File: src/rtl/arty_dma_axi_pkg.sv
// rtl/arty_dma_axi_pkg.sv - shared state, packet and AXI encodings for the DMA-to-AXI bridge
`define ARTY_DMA_PKT_S(aw) struct packed { logic write_not_read; logic [(aw)-1:0] addr; }

package arty_dma_axi_pkg;

   typedef enum logic [2:0] {
      IDLE,
      RD_ADDR,
      RD_DATA,
      WR_ADDR,
      WR_DATA,
      WR_RESP
   } bridge_state_e;

   localparam logic [1:0] AXI_BURST_INCR = 2'b01;
   localparam logic [1:0] AXI_RESP_OKAY  = 2'b00;

   // Index width that stays at least one bit wide for a single channel.
   function automatic int safe_clog2(input int n);
      return (n > 1) ? $clog2(n) : 1;
   endfunction

endpackage

File: src/rtl/arty_rr_arb.sv
// rtl/arty_rr_arb.sv - round-robin arbiter with grant enable and pointer advance on grant
module arty_rr_arb
   import arty_dma_axi_pkg::*;
#(
   parameter int num_p = 2,
   localparam int id_w_lp = safe_clog2(num_p)
) (
   input  logic               clk_i,
   input  logic               reset_i,
   input  logic               en_i,
   input  logic [num_p-1:0]   req_i,
   output logic [num_p-1:0]   grant_o,
   output logic [id_w_lp-1:0] grant_id_o,
   output logic               grant_v_o
);

   logic [id_w_lp-1:0] ptr_r;
   logic [id_w_lp:0]   slot;
   logic [id_w_lp-1:0] idx;
   logic               found;

   // Scan from the pointer upward, wrapping, and take the first requester.
   always_comb begin
      grant_o    = '0;
      grant_id_o = '0;
      found      = 1'b0;
      slot       = '0;
      idx        = '0;
      for (int i = 0; i < num_p; i++) begin
         slot = {1'b0, ptr_r} + (id_w_lp+1)'(i);
         if (slot >= (id_w_lp+1)'(num_p))
            slot = slot - (id_w_lp+1)'(num_p);
         idx = slot[id_w_lp-1:0];
         if (en_i && !found && req_i[idx]) begin
            found       = 1'b1;
            grant_o[idx] = 1'b1;
            grant_id_o  = idx;
         end
      end
   end

   assign grant_v_o = found;

   always_ff @(posedge clk_i or posedge reset_i) begin
      if (reset_i)
         ptr_r <= '0;
      else if (grant_v_o)
         ptr_r <= (grant_id_o == id_w_lp'(num_p-1)) ? '0 : grant_id_o + 1'b1;
   end

endmodule

File: src/rtl/arty_dma_axi_bridge.sv
// rtl/arty_dma_axi_bridge.sv - N-channel bsg_cache DMA to AXI4 burst bridge, one transaction in flight
module arty_dma_axi_bridge
   import arty_dma_axi_pkg::*;
#(
   parameter int addr_width_p          = 28,
   parameter int data_width_p          = 64,
   parameter int block_size_in_words_p = 8,
   parameter int num_cache_p           = 2,
   parameter int axi_id_width_p        = 4
) (
   input  logic                                   clk_i,
   input  logic                                   reset_i,

   input  logic [num_cache_p*(1+addr_width_p)-1:0] dma_pkt_i,
   input  logic [num_cache_p-1:0]                 dma_pkt_v_i,
   output logic [num_cache_p-1:0]                 dma_pkt_yumi_o,

   output logic [data_width_p-1:0]                dma_data_o,
   output logic [num_cache_p-1:0]                 dma_data_v_o,
   input  logic [num_cache_p-1:0]                 dma_data_ready_and_i,

   input  logic [num_cache_p*data_width_p-1:0]    dma_data_i,
   input  logic [num_cache_p-1:0]                 dma_data_v_i,
   output logic [num_cache_p-1:0]                 dma_data_yumi_o,

   output logic [axi_id_width_p-1:0]              axi_awid_o,
   output logic [addr_width_p-1:0]                axi_awaddr_o,
   output logic [7:0]                             axi_awlen_o,
   output logic [2:0]                             axi_awsize_o,
   output logic [1:0]                             axi_awburst_o,
   output logic                                   axi_awvalid_o,
   input  logic                                   axi_awready_i,

   output logic [data_width_p-1:0]                axi_wdata_o,
   output logic [data_width_p/8-1:0]              axi_wstrb_o,
   output logic                                   axi_wlast_o,
   output logic                                   axi_wvalid_o,
   input  logic                                   axi_wready_i,

   input  logic [axi_id_width_p-1:0]              axi_bid_i,
   input  logic [1:0]                             axi_bresp_i,
   input  logic                                   axi_bvalid_i,
   output logic                                   axi_bready_o,

   output logic [axi_id_width_p-1:0]              axi_arid_o,
   output logic [addr_width_p-1:0]                axi_araddr_o,
   output logic [7:0]                             axi_arlen_o,
   output logic [2:0]                             axi_arsize_o,
   output logic [1:0]                             axi_arburst_o,
   output logic                                   axi_arvalid_o,
   input  logic                                   axi_arready_i,

   input  logic [axi_id_width_p-1:0]              axi_rid_i,
   input  logic [data_width_p-1:0]                axi_rdata_i,
   input  logic [1:0]                             axi_rresp_i,
   input  logic                                   axi_rlast_i,
   input  logic                                   axi_rvalid_i,
   output logic                                   axi_rready_o,

   output logic                                   error_o,
   output logic [safe_clog2(num_cache_p)-1:0]     error_cache_id_o
);

   localparam int id_w_lp    = safe_clog2(num_cache_p);
   localparam int pkt_w_lp   = 1 + addr_width_p;
   localparam int blk_off_lp = $clog2(block_size_in_words_p*data_width_p/8);
   localparam logic [7:0] len_lp  = 8'(block_size_in_words_p-1);
   localparam logic [2:0] size_lp = 3'($clog2(data_width_p/8));
   localparam logic [addr_width_p-1:0] blk_mask_lp = {addr_width_p{1'b1}} << blk_off_lp;

   typedef `ARTY_DMA_PKT_S(addr_width_p) dma_pkt_s;

   dma_pkt_s                 pkt_arr   [num_cache_p];
   logic [data_width_p-1:0]  wdata_arr [num_cache_p];

   bridge_state_e            state_q, state_n;
   logic [addr_width_p-1:0]  addr_r;
   logic [id_w_lp-1:0]       id_r;
   logic [7:0]               cnt_r;
   logic                     error_r;
   logic [id_w_lp-1:0]       err_id_r;

   logic [num_cache_p-1:0]   grant;
   logic [id_w_lp-1:0]       grant_id;
   logic                     grant_v;
   logic                     last_beat;
   logic                     ar_hs, aw_hs, r_hs, w_hs, b_hs, err_ev;
   logic                     unused_ids;

   always_comb begin
      for (int c = 0; c < num_cache_p; c++) begin
         pkt_arr[c]   = dma_pkt_i[c*pkt_w_lp +: pkt_w_lp];
         wdata_arr[c] = dma_data_i[c*data_width_p +: data_width_p];
      end
   end

   arty_rr_arb #(.num_p(num_cache_p)) u_arb (
      .clk_i      (clk_i),
      .reset_i    (reset_i),
      .en_i       (state_q == IDLE),
      .req_i      (dma_pkt_v_i),
      .grant_o    (grant),
      .grant_id_o (grant_id),
      .grant_v_o  (grant_v)
   );

   assign dma_pkt_yumi_o = grant;
   assign last_beat      = (cnt_r == len_lp);

   assign ar_hs  = axi_arvalid_o & axi_arready_i;
   assign aw_hs  = axi_awvalid_o & axi_awready_i;
   assign r_hs   = axi_rvalid_i  & axi_rready_o;
   assign w_hs   = axi_wvalid_o  & axi_wready_i;
   assign b_hs   = axi_bvalid_i  & axi_bready_o;
   assign err_ev = (r_hs && ((axi_rlast_i != last_beat) || (axi_rresp_i != AXI_RESP_OKAY)))
                || (b_hs && (axi_bresp_i != AXI_RESP_OKAY));

   always_ff @(posedge clk_i or posedge reset_i) begin
      if (reset_i)
         state_q <= IDLE;
      else
         state_q <= state_n;
   end

   always_comb begin
      state_n = state_q;
      case (state_q)
         IDLE:    if (grant_v) state_n = pkt_arr[grant_id].write_not_read ? WR_ADDR : RD_ADDR;
         RD_ADDR: if (ar_hs) state_n = RD_DATA;
         RD_DATA: if (r_hs && last_beat) state_n = IDLE;
         WR_ADDR: if (aw_hs) state_n = WR_DATA;
         WR_DATA: if (w_hs && last_beat) state_n = WR_RESP;
         WR_RESP: if (b_hs) state_n = IDLE;
         default: state_n = IDLE;
      endcase
   end

   always_comb begin
      axi_arvalid_o   = 1'b0;
      axi_awvalid_o   = 1'b0;
      axi_rready_o    = 1'b0;
      axi_wvalid_o    = 1'b0;
      axi_wlast_o     = 1'b0;
      axi_bready_o    = 1'b0;
      dma_data_v_o    = '0;
      dma_data_yumi_o = '0;
      case (state_q)
         RD_ADDR: axi_arvalid_o = 1'b1;
         RD_DATA: begin
            axi_rready_o       = dma_data_ready_and_i[id_r];
            dma_data_v_o[id_r] = axi_rvalid_i;
         end
         WR_ADDR: axi_awvalid_o = 1'b1;
         WR_DATA: begin
            axi_wvalid_o          = dma_data_v_i[id_r];
            axi_wlast_o           = last_beat;
            dma_data_yumi_o[id_r] = dma_data_v_i[id_r] & axi_wready_i;
         end
         WR_RESP: axi_bready_o = 1'b1;
         default: ;
      endcase
   end

   assign axi_awid_o    = axi_id_width_p'(id_r);
   assign axi_awaddr_o  = addr_r;
   assign axi_awlen_o   = len_lp;
   assign axi_awsize_o  = size_lp;
   assign axi_awburst_o = AXI_BURST_INCR;
   assign axi_arid_o    = axi_id_width_p'(id_r);
   assign axi_araddr_o  = addr_r;
   assign axi_arlen_o   = len_lp;
   assign axi_arsize_o  = size_lp;
   assign axi_arburst_o = AXI_BURST_INCR;
   assign axi_wdata_o   = wdata_arr[id_r];
   assign axi_wstrb_o   = '1;
   assign dma_data_o    = axi_rdata_i;

   assign error_o          = error_r;
   assign error_cache_id_o = err_id_r;

   // Response IDs are implied by the single outstanding transaction.
   assign unused_ids = ^{axi_bid_i, axi_rid_i};

   always_ff @(posedge clk_i or posedge reset_i) begin
      if (reset_i) begin
         addr_r   <= '0;
         id_r     <= '0;
         cnt_r    <= '0;
         error_r  <= 1'b0;
         err_id_r <= '0;
      end else begin
         if (grant_v) begin
            addr_r <= pkt_arr[grant_id].addr & blk_mask_lp;
            id_r   <= grant_id;
         end
         if (ar_hs || aw_hs)
            cnt_r <= '0;
         else if (r_hs || w_hs)
            cnt_r <= cnt_r + 8'd1;
         // Only the first offending channel is recorded.
         if (err_ev) begin
            error_r <= 1'b1;
            if (!error_r)
               err_id_r <= id_r;
         end
      end
   end

endmodule

File: config.mk
export PLATFORM = sky130hd
export DESIGN_NAME = arty_dma_axi_bridge
export DESIGN_NICKNAME = d
export VERILOG_FILES = /design/src/rtl/arty_dma_axi_pkg.sv /design/src/rtl/arty_rr_arb.sv /design/src/rtl/arty_dma_axi_bridge.sv
export SDC_FILE = /design/constraint.sdc
export NUM_CORES = 1
export LEC_CHECK = 0
export CAP_MARGIN = 20
export CORE_AREA = 10 10 193 195
export CTS_BUF_LIST = sky130_fd_sc_hd__clkbuf_8
export DETAILED_ROUTE_END_ITERATION = 10
export DIE_AREA = 0 0 203 205
export SYNTH_ARGS = -nofsm -noshare
export SYNTH_HDL_FRONTEND = slang
export SYNTH_SLANG_ARGS = --single-unit
File: constraint.sdc
create_clock -name clk_i -period 1.6 [get_ports clk_i]
set_input_delay 0.24 -clock clk_i [delete_from_list [all_inputs] [get_ports clk_i]]
set_output_delay 0.24 -clock clk_i [all_outputs]
set_load 0.02 [all_outputs]
==> impl_metrics.tcl, run 1 <==
set metrics [dict create \
    antenna_found_initial 1 \
    fmax_ghz 0.5340 \
    grt_max_degree 21 \
    cts_root_buf "clkbuf_8" \
    path_depth 5 \
    async_flop_share 1.000 \
    grt_pass1_vias 4625 \
    dieHeight_um 205 \
    ys_warn_count 0 \
    final_util 0.2285 \
    fin_setup_tns_ns -17.82 \
    cts.sinks 37 \
    synth_edf_count 0 \
    register_area_um2 928.4 \
    ant_nets 0 \
    drt_iter0_markers 91 \
    violations "setup timing" \
    dpl.cell_count 1103 \
    htreeDepth 2 \
    setup_ws_ns -0.2727 \
    powerDensity_mw_per_mm2 1500 \
    hold_violations 0 \
    synth_area_leaders "buf_4 27%, dfrtp_1 24%, mux2_2 19%" \
    viasPerCell 3.481 \
    leakage_nw 3.486 \
    fin_crit_ns 1.873 \
    areaGrowthSynthToFinish_pct 94.68 \
    synth_top_area_share 0.2710 \
    first_pass_iters 4 \
    drv_cap 0 \
    path_cells "buf_12 -> clkbuf_16 -> buf_6 -> mux2_4 -> buf_6" \
    ios 516 \
    syn_area_mm2 0.003906 \
    synth_seq_cells 37 \
    crit_path_max_incr_delay_ns 0.47 \
    cts_tree "built" \
    cp-start-kind "flip-flop" \
    synth_area_leader_cell "buf_4" \
    critPathKind "flip-flop to output port" \
    cp-endpoint "axi_wdata_o[13]" \
    dieWidth_um 203 \
    wl_um 23320 \
    peakVddDrop_mv 0.6117 \
    crit_path_frequent_cell "buf_6" \
    reg2reg_to "cnt_r[4]$_DFFE_PP0P_" \
    insertion_delay_ns 0.30 \
    r2r_start "id_r$_DFFE_PP0P_" \
    crit_start "id_r$_DFFE_PP0P_" \
    die_area_mm2 0.04162 \
    rrSetupSlack_ns -0.20 \
    final_cell_count_no_fill 1136 \
    wl_per_cell_um 20.53 \
    skew_ns 0.005888 \
    grt_pass1_wl_um 31970 \
    holdBufCountCts 0 \
    portBuffers 315 \
    drive_gt1_frac 0.3785 \
    post-dp-hpwl_um 20280 \
    clkTransAtPathRegs_ns 0.08 \
    start_util 0.1174 \
    place_congestion 0.7515 \
    grt_usage 0.1034 \
    status "finished, violations left" \
    reg2regPathDepth 6 \
    cp_data_required_time_ns 1.36 \
    finalCritPeriodShare 1.170 \
    slowest_stage "dfrtp_2" \
    cts_max_path_buffers 2 \
    syn_avg_cell_area_um2 9.645 \
    cp-end-kind "output port" \
    synth.yosys.seq_area_share 0.2370 \
    fillers 3644 \
    hp-class "primary input to async pin" \
    grt_overflow 0 \
    crit_buf_inv 4 \
    setup_viol 111 \
    slew_viol_final 0 \
    rsz0062_at_grt "true" \
    multiInputGateArea_mm2 0.002212 \
    synthFlopType "dfrtp_1" \
    cts_buffers 5 \
    core.rowCount 67 \
    critPathArrivalTime_ns 1.63 \
    syn_inst 405 \
    layout.nets 963 \
    synthDistinctLibCells 45 \
    path_delay_family "buffers and inverters" \
    crit_path_max_fanout 6 \
    drc 0 \
    core_area_mm2 0.03328 \
    vias 3954 \
]
-- layer usage --
| layer | GRT usage | routed length [um] | vias to the layer above |
|---|---|---|---|
| li1 | - | - | 1789 |
| met1 | 0.09430 | 7628 | 1847 |
| met2 | 0.1896 | 12040 | 289 |
| met3 | 0.05797 | 3009 | 29 |
| met4 | 0.03624 | 646 | 0 |
| met5 | 0 | 0 | - |
-- worst min path at each step --
stage / to / from / cells past startpoint / slack, ns
floorplan: axi_araddr_o[10]$_DFFE_PP0P_ / dma_pkt_i[10] / 1 / 0.36
global placement: dma_data_o[18] / axi_rdata_i[18] / 0 / 0.48
detailed placement: u_arb.ptr_r$_DFFE_PP0P_ / u_arb.ptr_r$_DFFE_PP0P_ / 1 / 0.47
CTS: axi_araddr_o[9]$_DFFE_PP0P_ / reset_i / 2 / 0.25
global route: axi_araddr_o[12]$_DFFE_PP0P_ / reset_i / 2 / 0.25
finish: axi_araddr_o[27]$_DFFE_PP0P_ / reset_i / 2 / 0.23
-- synth_stat cells, types with 2 or more instances --
cell / n
and4b_1: 2
o2111ai_2: 2
conb_1: 2
buf_4: 141
nand2_1: 11
o21ai_0: 5
o221a_2: 2
nor2b_1: 4
nand3b_1: 3
buf_6: 6
clkbuf_1: 7
mux2i_1: 9
a21o_1: 26
nand3_1: 3
and2_1: 3
buf_2: 6
and3_1: 3
mux2_2: 65
nand2b_1: 6
nor2_1: 10
o211ai_2: 3
a22o_1: 22
inv_1: 4
dfrtp_1: 37
nand4_1: 3
-- logic make-up after synthesis --
family                   after synthesis  share of synthesized area
other                                  2                   0.001923
multiplexers                          76                     0.2172
AND/OR/NAND/NOR                       58                    0.09097
flip-flops                            37                     0.2370
adder cells (fa/ha/maj)                1                   0.003203
buffers and inverters                164                     0.3065
AO/OA/AOI/OAI                         67                     0.1432
-- flip-flops by register name, indices dropped and copies added, names as in the netlist --
name,count
axi_araddr_o,22
cnt_r,8
error_cache_id_o,1
error_o,1
id_r,1
state_q,3
u_arb.ptr_r,1
-- what timing repair did --
item	CTS	global route
buffers inserted	16	10
gates resized for setup	331	136
setup endpoints to repair	130	122
cloned	2	1
pin swaps	23	19
-- worst reg2reg max path, delay by kind of cell (launching register included) --
kind	cells	cell delay (ns)
simple gates	1	0.23
flops	1	0.45
buf+inv	2	0.31
mux	2	0.54
compound gates	1	0.20
-- cell type report --
| cell class | instances | area share |
|---|---|---|
| repair buffers | 384 | 0.4988 |
| multi-input cells | 254 | 0.2909 |
| flip-flops and latches | 37 | 0.1221 |
| well taps | 448 | 0.07371 |
| clock buffers | 5 | 0.009049 |
| clock inverters | 3 | 0.002797 |
| inverters | 4 | 0.002303 |
| diodes | 1 | 0.0003291 |
-- per-stage QoR --
stage               hold slack (ns)  worst slack [ns]  area (um2)  total power [mW]
floorplan                    0.3563           0.03668        4094             6.550
global placement             0.4801           -0.3963        7009             9.797
detailed placement           0.4721           -0.3801        7009             9.840
CTS                          0.2461           -0.3186        7156             10.78
global route                 0.2478           -0.3199        7602             12.13
finish                       0.2299           -0.2727        7605             11.41
-- power breakdown --
group | internal (mW) | leakage (nW) | switching [mW]
combinational | 4.73 | 2.99 | 4.25
sequential | 1.34 | 0.452 | 0.378
clock | 0.310 | 0.0445 | 0.398
total | 6.39 | 3.49 | 5.02
-- cells in the final DEF, fill, tap and decap left out, types with 3 or more instances in the layout --
cell,count
nand3b_1,3
nand4_1,3
dlymetal6s2s_1,9
dfrtp_1,35
dlygate4sd2_1,16
a22o_1,22
nor2_4,5
o21ai_2,3
nand2b_1,5
conb_1,52
mux2i_1,8
mux2_2,48
buf_8,4
nor2_1,4
buf_2,23
a21o_1,26
buf_12,8
buf_6,60
buf_4,51
nand2_1,11
mux2_4,18
clkbuf_8,5
o21ai_0,3
clkdlybuf4s50_1,212
o211ai_2,3
Note: power is estimated with default switching activity, not from simulation.
==> run 2, diff against run 1 <==
- GPL_ROUTABILITY_DRIVEN: unset -> 1
==> results of run 2 <==
Final layout, timing and power as in run 1 (identical DEF).
